`config.mk`:
```
export PLATFORM = sky130hd
export DESIGN_NAME = instr_mem_loader
export DESIGN_NICKNAME = d
export VERILOG_FILES = /design/src/rtl/instr_mem_loader_pkg.sv /design/src/rtl/instr_mem_loader_word_assembler.sv /design/src/rtl/instr_mem_loader.sv
export SDC_FILE = /design/constraint.sdc
export NUM_CORES = 1
export LEC_CHECK = 0
export ABC_AREA = 1
export BUFFER_PORTS_ARGS = -buffer_cell sky130_fd_sc_hd__buf_2
export CAP_MARGIN = 20
export CORE_MARGIN = 4
export CORE_UTILIZATION = 58
export CTS_CLUSTER_DIAMETER = 150
export DETAILED_ROUTE_END_ITERATION = 12
export GPL_TIMING_DRIVEN = 0
export PLACE_DENSITY = 0.9
export SLEW_MARGIN = 40
export SYNTH_ARGS = -nofsm -noshare
export SYNTH_HDL_FRONTEND = slang
export SYNTH_HIERARCHICAL = 1
export SYNTH_SLANG_ARGS = --single-unit
```
`constraint.sdc`:
```
create_clock -name clk -period 2.15 [get_ports clk]
set_clock_uncertainty 0.05 [all_clocks]
set_input_delay 0.43 -clock clk [delete_from_list [all_inputs] [get_ports clk]]
set_output_delay 0.43 -clock clk [all_outputs]
set_load 0.02 [all_outputs]
```
`src/rtl/instr_mem_loader_pkg.sv`:
```
// instr_mem_loader_pkg: shared state encodings and widths for the instruction-memory loader
package instr_mem_loader_pkg;
    localparam int INSTR_WORD_W = 16;
    localparam int BYTE_W = 8;
    localparam logic [2:0] LDR_IDLE   = 3'd0;
    localparam logic [2:0] LDR_LEN_HI = 3'd1;
    localparam logic [2:0] LDR_LEN_LO = 3'd2;
    localparam logic [2:0] LDR_DATA   = 3'd3;
    localparam logic [2:0] LDR_WRITE  = 3'd4;
    localparam logic [2:0] LDR_CHK    = 3'd5;
    localparam logic [2:0] LDR_DONE   = 3'd6;
    localparam logic [2:0] LDR_ERR    = 3'd7;
endpackage

```
`src/rtl/instr_mem_loader_word_assembler.sv`:
```
// loader_word_assembler: pairs big-endian data bytes into 16-bit words; INSTR_LOADER_CHECKSUM_EN adds an XOR accumulator
module loader_word_assembler
    import instr_mem_loader_pkg::*;
(
    input  logic                    clk,
    input  logic                    rst,
    input  logic                    clear,
    input  logic                    byte_en,
    input  logic [BYTE_W-1:0]       byte_in,
    output logic [INSTR_WORD_W-1:0] word,
    output logic                    word_valid,
`ifdef INSTR_LOADER_CHECKSUM_EN
    output logic [BYTE_W-1:0]       xor_acc,
`endif
    output logic                    phase
);
    logic [BYTE_W-1:0] hi;
    // phase 0 expects the HI byte, phase 1 the LO byte; word_valid pulses the cycle after LO is taken
    always_ff @(posedge clk) begin
        if (rst) begin
            hi <= '0;
            word <= '0;
            word_valid <= 1'b0;
            phase <= 1'b0;
        end else begin
            word_valid <= byte_en && phase;
            phase <= clear ? 1'b0 : byte_en ? ~phase : phase;
            if (byte_en && phase) word <= {hi, byte_in};
            if (byte_en && !phase) hi <= byte_in;
        end
    end
`ifdef INSTR_LOADER_CHECKSUM_EN
    // running XOR of every data byte of the session
    always_ff @(posedge clk) begin
        if (rst || clear) xor_acc <= '0;
        else if (byte_en) xor_acc <= xor_acc ^ byte_in;
    end
`endif
endmodule

```
`src/rtl/instr_mem_loader.sv`:
```
// instr_mem_loader: byte-stream to instruction-memory writer; define INSTR_LOADER_CHECKSUM_EN for a trailing XOR check byte
module instr_mem_loader
    import instr_mem_loader_pkg::*;
#(
    parameter int          N         = 6,
    parameter logic [31:0] BASE_ADDR = 32'd0
) (
    input  logic                    clk,
    input  logic                    rst,
    input  logic                    start,
    input  logic                    in_valid,
    input  logic [BYTE_W-1:0]       in_data,
    output logic                    in_ready,
    output logic                    write_enable,
    output logic [31:0]             write_addr,
    output logic [INSTR_WORD_W-1:0] write_data,
    output logic                    busy,
    output logic                    done,
    output logic                    err
);
    localparam logic [16:0] MAX_LEN = 17'(2 ** N);
    logic [2:0] state;
    logic [BYTE_W-1:0] len_hi;
    logic [15:0] remaining;
    logic [31:0] addr;
    logic [16:0] len;
    logic accept, byte_en, phase, idle_like;
`ifdef INSTR_LOADER_CHECKSUM_EN
    logic [BYTE_W-1:0] xor_acc;
`endif
    assign in_ready = state inside {LDR_LEN_HI, LDR_LEN_LO, LDR_DATA, LDR_CHK};
    assign busy = state inside {LDR_LEN_HI, LDR_LEN_LO, LDR_DATA, LDR_WRITE, LDR_CHK};
    assign done = state == LDR_DONE;
    assign err = state == LDR_ERR;
    assign idle_like = state inside {LDR_IDLE, LDR_DONE, LDR_ERR};
    assign accept = in_valid && in_ready;
    assign byte_en = accept && state == LDR_DATA;
    assign len = {1'b0, len_hi, in_data};

    loader_word_assembler u_asm (
        .clk        (clk),
        .rst        (rst),
        .clear      (start && idle_like),
        .byte_en    (byte_en),
        .byte_in    (in_data),
        .word       (write_data),
        .word_valid (write_enable),
`ifdef INSTR_LOADER_CHECKSUM_EN
        .xor_acc    (xor_acc),
`endif
        .phase      (phase)
    );

    // session FSM with word counter and address counter; write_addr latches alongside the assembled word
    always_ff @(posedge clk) begin
        if (rst) begin
            state <= LDR_IDLE;
            len_hi <= '0;
            remaining <= '0;
            addr <= BASE_ADDR;
            write_addr <= '0;
        end else begin
            case (state)
                LDR_IDLE, LDR_DONE, LDR_ERR: if (start) begin
                    state <= LDR_LEN_HI;
                    addr <= BASE_ADDR;
                end
                LDR_LEN_HI: if (accept) begin
                    len_hi <= in_data;
                    state <= LDR_LEN_LO;
                end
                LDR_LEN_LO: if (accept) begin
                    remaining <= len[15:0];
                    state <= len == '0 ? LDR_DONE : len > MAX_LEN ? LDR_ERR : LDR_DATA;
                end
                LDR_DATA: if (accept && phase) begin
                    remaining <= remaining - 16'd1;
                    write_addr <= addr;
                    addr <= addr + 32'd1;
                    state <= LDR_WRITE;
                end
`ifdef INSTR_LOADER_CHECKSUM_EN
                LDR_WRITE: state <= remaining != '0 ? LDR_DATA : LDR_CHK;
                LDR_CHK: if (accept) state <= in_data == xor_acc ? LDR_DONE : LDR_ERR;
`else
                LDR_WRITE: state <= remaining != '0 ? LDR_DATA : LDR_DONE;
`endif
                default: state <= LDR_IDLE;
            endcase
        end
    end
endmodule

```
## After elaboration in Yosys (flattened, before gate mapping)

Cells that the tools add are included.

- Flip-flop bits (word level): 117
- Input port bits: 12
- Output and inout bits: 53

- Add/subtract/negate cells: 2
- Magnitude comparators: 1
- Equality and inequality tests: 11
- Mux-type cells: 14
- Bitwise operators: 1
- Reduce and logical (&&, ||, !) cells: 22

Operator list:

| kind | number |
|---|---|
| $mux W32 | 2 |
| $pmux W32 S2 | 1 |
| $add A32 B1 Y32 const B | 1 |
| $mux W16 | 2 |
| $pmux W16 S2 | 1 |
| $mux W3 | 7 |
| $logic_not A17 Y1 | 1 |
| $gt A16 B7 Y1 const B | 1 |
| $reduce_bool A16 Y1 | 1 |
| $sub A16 B1 Y16 const B | 1 |
| $pmux W3 S5 | 1 |
| $eq A3 B3 Y1 const B | 4 |
| $eq A3 B2 Y1 const B | 2 |
| $logic_and A1 B1 Y1 | 6 |
| $ne A2 B2 Y1 const B | 3 |
| $reduce_and A3 Y1 | 2 |
| $reduce_bool A5 Y1 | 1 |
| $reduce_and A2 Y1 | 2 |
| $reduce_and A4 Y1 | 1 |
| $reduce_bool A2 Y1 | 2 |
| $reduce_bool A4 Y1 | 1 |
| $eq A3 B1 Y1 const B | 1 |
| $logic_not A3 Y1 | 1 |
| $reduce_bool A3 Y1 | 1 |
| 5 further kinds | 5 |

## Longest topological paths before layout

Gate-level depths: netlist of the first run.

- Depth after elaboration: 6
- Depth in mapped cells: 12
- Mapped depth without buffers: 10

## Hierarchy

The synthesis of the first run kept the hierarchy.

By module, submodules not included:

| module | times used | cells each | area each (um^2) |
|---|---|---|---|
| instr_mem_loader | 1 | 693 | 4510.6 |
| loader_word_assembler | 1 | 129 | 965.9 |

## Least setup slack after synthesis of the first run

Ideal clock, no wire load.

- Path kind: flip-flop to flip-flop
- From: reg state[0]
- To: reg u_asm.word[5]
- Library setup time: 116 ps
- Data arrival time: 1599 ps
- Path slack: 385 ps
- Stages on the path, launching flop included: 12
- Buffers on the path: 4
- Clock period less this slack: 1765 ps
- Cell sequence: dfxtp_1 > buf_4 > nand2_1 > nor2_4 > inv_1 > clkbuf_1 > nor2_1 > buf_4 > nand2_4 > buf_4 > o21ai_0 > nor2_1

- Cells in the longest elaborated chain, start to end: 5
- Elaborated cells on any way between the ends: 8

Ends and longest elaborated chain:

| what | RTL line | text |
|---|---|---|
| start, declared | instr_mem_loader.sv:22 | `logic [2:0] state;` |
| start signal, assigned | instr_mem_loader.sv:74 | `state <= len == '0 ? LDR_DONE : len > MAX_LEN ? LDR_ERR : LDR_DATA;` |
| start signal, assigned | instr_mem_loader.sv:86 | `LDR_WRITE: state <= remaining != '0 ? LDR_DATA : LDR_DONE;` |
| $eq A3 B1 Y1 (tied with other cells) | instr_mem_loader.sv:31 | `assign in_ready = state inside {LDR_LEN_HI, LDR_LEN_LO, LDR_DATA, LDR_CHK};` |
| $reduce_bool A4 Y1 | instr_mem_loader.sv:31 |  |
| $logic_and A1 B1 Y1 | instr_mem_loader.sv:36 | `assign accept = in_valid && in_ready;` |
| $logic_and A1 B1 Y1 (*) | instr_mem_loader.sv:37 | `assign byte_en = accept && state == LDR_DATA;` |
| net byte_en | instr_mem_loader.sv:27 | `logic accept, byte_en, phase, idle_like;` |
| $logic_and A1 B1 Y1 (*) | instr_mem_loader_word_assembler.sv:28 | `if (byte_en && phase) word <= {hi, byte_in};` |
| end signal, assigned | instr_mem_loader_word_assembler.sv:28 |  |
| end, declared | instr_mem_loader_word_assembler.sv:10 | `output logic [INSTR_WORD_W-1:0] word,` |

Mark *: on every way through the listed nets, which the timed path passes. The rest lies on a longest branch.
A chain may end at the register's enable or synchronous reset.

## Worst setup path in the final report of the first run

- From: reg state[1]
- To: reg u_asm.word[5]

Same word-level chain as after synthesis.

==> impl.org, run 1 <==
** Setup path
- The worst setup path is of the register to register kind.
- Largest delay share family, worst path :: simple AND/OR/NAND/NOR gates
- R2r setup slk :: about 0.11 ns
- The signal on the critical path passes through nand2_1 > nor2_4 > clkinvlp_4 > nor2_1 > buf_4 > nand2_4 > buf_4 > o21ai_0 > nor2_1.
- Startpoint kind of the worst setup timing path :: register
- Cell at the slowest stage of the critical path :: sky130_fd_sc_hd__dfxtp_1
- In this design, the stage delay of the slowest critical-path cell is around 0.43 ns.
- Required time worst endpoint :: 2.50 ns
- Of all nets on the critical path, the largest fanout is 10.
- Data on the critical path arrives at its endpoint at approximately 2.4 ns.
- Buffering stage count on the worst path with inverters included :: 3
- STA classifies the critical path endpoint as a register.

** Global route
- The first global-routing pass estimated 24.8 mm of wire.
- Summed over all layers, the global routing overflow is 0.
- Entering global routing, the biggest net connects 17 pins.
- Across every metal layer, demand over resource in global routing totals 0.274.
- Antenna violations before repair :: 0
- The number of global-route vias before repair is 5,410.

** Power
- In this run the power density over the cells is approximately 1000 nW/um^2.
- Peak supply drop :: ~650 uV
- Total power of the final layout :: a little under 7000 uW
- Leakage power summed over all cells :: 0.00288 uW

** STA
- For this run, the top clock speed supported by timing is a little under 0.5 GHz.
- The worst pin sits at a relative slew slack of 0.625.
- Fin Hold WS :: about 0.17 ns
- Final setup violating endpoints :: 0
- Of the available clock period, the critical path in the final layout requires 0.948.
- Minimum clock period :: between 2 and 2.5 ns
- For the pin with the worst max-slew slack, the measured transition is roughly 0.56 ns.
- The final count of pins violating max slew came to 0.
- The number of failing hold endpoints at the final stage was 0.

** Layout
- After filler insertion, the fill cell instance count of the layout stands at between 700 and 800.
- Proportion of layout cells with a drive suffix above 1 :: 0.148
- In the final design database the tool counted slightly above 900 nets.
- The finished layout holds just over 1,000 standard cells, fillers aside.
- Most common cell after layout, fill and taps aside :: sky130_fd_sc_hd__nor2_1
- The top cell types in the final layout, fill and taps aside, are sky130_fd_sc_hd__nor2_1, sky130_fd_sc_hd__nand2_1, sky130_fd_sc_hd__dfxtp_1.
- Compared with the post-synthesis result, the final layout area differs by 20.0%.
- Antenna cell count :: 0

** Synthesis
- Total standard cell area after synthesis :: between 5000 and 6000 um^2
- Post-synthesis share of cell area spent on and, or, nand and nor gates :: 0.323
- After synthesis, the largest family of logic cells by area is simple AND/OR/NAND/NOR gates.
- Of all cell types, the one taking the most synthesized area is sky130_fd_sc_hd__dfxtp_1.
- Number of enable-type register cells in the synthesized netlist :: 0
- For this run, the number of Yosys warnings is 6.
- Proportion of netlist area held by the largest area contributor :: 0.428
- XOR/XNOR Fraction of Synth Area :: 0.00480
- Area share of fa/ha/maj cells after synthesis :: 0.00457
- The average instance in the mapped netlist occupies 6.66 um^2.
- The synthesized design contains 117 register bits.
- Synthesis produced a netlist whose cell count is ~800.
- Number of nets produced by synthesis :: ~840
- Async SR Flop Fraction :: 0
- Yosys attributes the largest share of cell area to sky130_fd_sc_hd__dfxtp_1, sky130_fd_sc_hd__nor2_1, sky130_fd_sc_hd__nand2_1.
- Share of cell area taken by muxes after synthesis :: 0
- Most used DFF post-synth :: sky130_fd_sc_hd__dfxtp_1
- The netlist uses 35 different library cells.
- Synth Area in Compound Gates :: 0.151
- Post-synthesis sequential area ratio :: 0.428

** Die
- For this design the top-level I/O count stands at 65.
- FP Rows :: 35
- The initial utilization of the core area, before any placement, comes to 0.596.
- After floorplanning, the core was sized to cover 9200 um^2.
- Die height :: 105 um
- The floorplan step defined a die boundary enclosing 11,100 um^2.
- Die X :: between 100 and 150 um

** Clock network
- For this design, the CTS-stage hold fixing added 0 buffers.
- Clock latency on the worst-skew pair, taken at its later pin, is 0.52 ns.
- TritonCTS built the clock tree.
- No sink is reached through more buffers than the 2 on the longest clock path.
- Clock-pin slew was measured on the worst setup and hold paths at around 0.060 ns.
- # clock sinks :: between 100 and 150
- The clock tree synthesis step divided the H-tree into 4 levels.
- Clock root buffer :: sky130_fd_sc_hd__clkbuf_8
- Clock buffers created by TritonCTS :: 17

** Hold path
- Class of the tightest hold or removal check :: input pin to register

** Routing
- For this block, the via count after detailed routing is 5,926.
- The first routing iteration left ~700 violations.
- Before antenna repair, the detailed router went through 6 iterations.
- Number of vias per cell :: about 5.7
- For this run, design rule violations remaining after detail routing come to 0.
- Dividing the detail-routed wire length by the instance count gives about 15 um.
- In this run the remaining antenna-violating nets after routing total 0.
- Total wirelength of the detailed-routed design :: 15.4 mm

** Run
- The tool flagged a number of max-cap violations equal to 0.

** Place
- At the end of routability-driven placement, the weighted congestion stood at between 0.9 and 1.
- PortBufs :: 64
- Post-DP HPWL :: between 10 and 15 mm
- Once placement completed, the tool counted placed cells totaling around 1,000.

** Outcome
- Outcome :: finished, final reports clean
-- registers in the layout, summed over array words and instances, names as in the netlist --
| register | count |
|---|---|
| addr | 32 |
| len_hi | 8 |
| remaining | 16 |
| state | 3 |
| u_asm/hi | 8 |
| u_asm/phase | 1 |
| u_asm/word | 16 |
| u_asm/word_valid | 1 |
| write_addr | 32 |
-- what timing repair did --
item | CTS | global route
buffers inserted | 0 | 8
pin swaps | 0 | 1
hold endpoints to repair | 0 | 0
gates resized for setup | 0 | 5
setup endpoints to repair | 1 | 23
-- report_power, final --
group	switching (uW)	internal [uW]
Sequential	76.1	2280
Combinational	1240	550
Clock	1030	1670
Total	2350	4500
-- final timing paths --
path | from | to | cells past startpoint
worst max-delay path | state[1] | u_asm/word[5] | 9
worst min-delay path | rst | u_asm/word_valid | 2
worst max register to register | state[1] | u_asm/word[5] | 9
worst min register to register | u_asm/word[3] | u_asm/word[3] | 2
-- cells by family after synthesis --
logic type,Yosys count
xor+xnor,3
buf+inv,117
fa+ha+maj,2
compound gates,162
flops,117
simple gates,421
-- cells in the mapped netlist (4+ instances only) --
library cell,count
sky130_fd_sc_hd__nor2_1,170
sky130_fd_sc_hd__dfxtp_1,117
sky130_fd_sc_hd__nand2_1,162
sky130_fd_sc_hd__a21oi_1,70
sky130_fd_sc_hd__buf_2,8
sky130_fd_sc_hd__buf_4,4
sky130_fd_sc_hd__inv_1,83
sky130_fd_sc_hd__nor3_1,9
sky130_fd_sc_hd__nand2_2,4
sky130_fd_sc_hd__nand3b_1,5
sky130_fd_sc_hd__nand3_1,47
sky130_fd_sc_hd__o21ai_1,8
sky130_fd_sc_hd__clkbuf_1,13
sky130_fd_sc_hd__o21ai_0,76
sky130_fd_sc_hd__nand4_1,16
-- area by class of cell --
| type | instances | area, um^2 | area share |
|---|---|---|---|
| repair buffers | 72 | 380 | 0.0579 |
| well taps | 111 | 139 | 0.0211 |
| inverters | 88 | 337 | 0.0512 |
| multi-input cells | 588 | 2660 | 0.404 |
| clock buffers | 19 | 432 | 0.0657 |
| plain buffers | 28 | 153 | 0.0232 |
| flip-flops and latches | 117 | 2340 | 0.356 |
| clock inverters | 13 | 133 | 0.0202 |
-- through the flow --
stage | setup WS [ns] | area [um^2] | setup TNS, ns | util
2_1_floorplan | 0.385 | 5480 | 0 | -
3_3_place_gp | 0.0314 | 5940 | 0 | 0.645
3_5_place_dp | 0.0140 | 5940 | 0 | 0.645
4_1_cts | 0.0653 | 6500 | 0 | 0.706
5_1_grt | -0.0557 | 6570 | -0.175 | 0.715
6_report | 0.112 | 6570 | 0 | 0.715
-- layer usage --
metal / track usage / vias up / share of wire
li1: - / 2830 / -
met1: 0.355 / 2703 / 0.43
met2: 0.434 / 337 / 0.45
met3: 0.0599 / 56 / 0.092
met4: 0.127 / 0 / 0.030
met5: 0 / - / 0
Power figures use the tool's default switching activity.
==> run 2: changes to the inputs <==
- RECOVER_POWER: not set -> 25
- SLEW_MARGIN: 40 -> not set
==> run 2 against run 1 <==
- core utilization shrank 0.57 points
- critical path type unchanged
- power is essentially flat
- clock power hardly changed
- highest routed layer unchanged
- sequential cell count unchanged
- critical path depth is 1 higher
- maximum frequency fell by 0.32%
==> impl.org, run 2 (synthesized netlist as in run 1, its figures left out) <==
** Layout
- Summing all multi-input logic gate instances after layout gives roughly 2700 um^2.
- Antenna cell count :: 0
- In the final design database the tool counted 926 nets.
- Commonest cells after routing, fill and taps aside :: sky130_fd_sc_hd__nor2_1, sky130_fd_sc_hd__nand2_1, sky130_fd_sc_hd__dfxtp_1
- Post-route standard cell area excluding fillers :: 6520 um^2
- Largest registers :: addr x32, write_addr x32
- Most common cell after layout, fill and taps aside :: sky130_fd_sc_hd__nor2_1
- The sequential cells in the finished layout cover a total of 2340 um^2.
- Compared with the post-synthesis result, the final layout area differs by 19.1%.
- Count of fill cells added during filler insertion :: between 700 and 800
- Proportion of layout cells with a drive suffix above 1 :: 0.103

** Clock network
- TritonCTS clock tree :: done
- Post-cts hold buffer count :: 0
- The H-tree generated during clock tree synthesis spans 4 levels.
- The tree is rooted in a sky130_fd_sc_hd__clkbuf_8.
- No sink is reached through more buffers than the 2 on the longest clock path.
- Clock-pin slew was measured on the worst setup and hold paths at 0.06 ns.
- Clock latency at the later pin of the worst-skew pair :: 0.52 ns
- Buffers inserted during clock tree synthesis total 17.
- The clock drives around 120 sinks.

** Routing
- Number of detailed-route iterations in the first pass :: 7
- Using the TritonRoute via totals, the vias-per-cell ratio works out to about 5.7.
- WL/cell :: roughly 15 um
- In the routed design, unresolved DRC markers number 0.
- Via count :: a little under 6,000
- ANT nets after route :: 0
- The first routing iteration left 694 violations.
- Total wirelength of the detailed-routed design :: ~15 mm

** Run
- Max-cap check violation count :: 0

** Global route
- Pin count of the biggest net entering global routing :: 17
- GRT Util Overall :: 0.274
- Antenna violations before repair :: 0
- Total overflow reported by the global router :: 0
- The number of global-route vias before repair was 5,410.
- The first global-routing pass estimated 24.8 mm of wire.

** Setup path
- On the worst path, the slowest cell contributes a delay of roughly 0.43 ns.
- Data on the critical path is required at its endpoint by between 2 and 3 ns.
- The worst setup path is captured at a register.
- Cell at the slowest stage of the critical path :: sky130_fd_sc_hd__dfxtp_1
- Largest delay share family, worst path :: simple AND/OR/NAND/NOR gates
- STA classifies the critical path startpoint as a register.
- The number of buffers and inverters on the critical path is 1.
- Crit path cell chain :: nand2_1 > nor2_4 > nand3_1 > nand2_2 > nand2_2 > buf_6 > nor2_1 > nand4_1 > nand2_1 > nor2_1
- Along the worst path, the maximum fanout reaches 10.
- The critical path is of the register to register type.
- Worst path arrival time :: 2.40 ns

** STA
- Slew margin rel. :: 0.617
- Setup violations remaining at the end of the flow were counted as 0.
- Minimum clock period :: about 2.0 ns
- Fin Hold WS :: approximately 0.16 ns
- At the pin with the least slew margin, the transition time is between 0.5 and 0.6 ns.
- The number of failing hold endpoints at the final stage is 0.
- Final Max Slew Viols :: 0
- Achievable clock frequency :: 0.489 GHz
- Final cycle utilization of the critical path :: 0.951

** Power
- The analysis attributes to cell leakage a power of 0.00270 uW.
- Peak supply drop :: 646 uV
- Power per unit of standard cell area :: 1050 nW/um^2

** Die
- Pin placement for this block handled 65 I/O pins.
- The initialized floorplan defines 35 standard-cell rows.
- Placeable Area :: about 9200 um^2
- Die X :: between 100 and 150 um
- Area of the die :: ~11,000 um^2
- Effective utilization at floorplan :: 0.596
- Die height :: between 100 and 150 um

** Hold path
- Class of the tightest hold or removal check :: input pin to register

** Place
- Post-DP HPWL :: 10.3 mm
- GP Congestion :: 0.961
- In this run the tool buffered the top-level ports with 64 buffer cells.
- Cell area reported after detailed placement :: just under 6000 um^2

** Outcome
- Outcome :: finished, final reports clean
==> run 2: worst paths after layout <==
check	from	to	slack, ns	cells past startpoint
worst min register to register	u_asm/word[3]	u_asm/word[3]	0.43	2
worst min-delay path	rst	u_asm/word_valid	0.16	2
worst max register to register	state[1]	addr[28]	0.11	10
worst max-delay path	state[1]	addr[28]	0.11	10
==> run 2: routing by layer <==
metal  track usage  up-vias  part of all wire
met4         0.127        0             0.034
met3        0.0599       66             0.098
met2         0.434      332              0.45
met5             0        -                 0
li1              -     2827                 -
met1         0.355     2678              0.42
==> run 2: area by class of cell <==
cell class,count,share of cell area
Clock buffer,19,0.0662
Clock inverter,13,0.0203
Buffer,28,0.0234
Multi-Input combinational cell,588,0.408
Sequential cell,117,0.359
Tap cell,111,0.0213
Timing Repair Buffer,72,0.0503
Inverter,88,0.0516
==> run 2: per-stage QoR <==
stage | instances | setup TNS [ns] | setup slack, ns | utilization | power, uW
final | 1036 | 0 | 0.106 | 0.709 | 6840
after global routing | 1036 | -0.175 | -0.0557 | 0.709 | 7130
after CTS | 1028 | 0 | 0.0653 | 0.706 | 6730
after floorplan | 822 | 0 | 0.385 | - | 3650
after global placement | 997 | 0 | 0.0314 | 0.645 | 4030
after detailed placement | 997 | 0 | 0.0140 | 0.645 | 4070
==> run 2: what timing repair did <==
| action | in CTS | in global routing |
|---|---|---|
| gates resized for setup | 0 | 5 |
| buffers inserted | 0 | 8 |
| pin swaps | 0 | 1 |
| cloned | 0 | 0 |
| setup endpoints to repair | 1 | 23 |
==> run 2: power by group <==
part	total [uW]	switching [uW]	internal [uW]
clock	2690	1020	1670
combinational	1790	1240	549
sequential	2350	74.7	2280
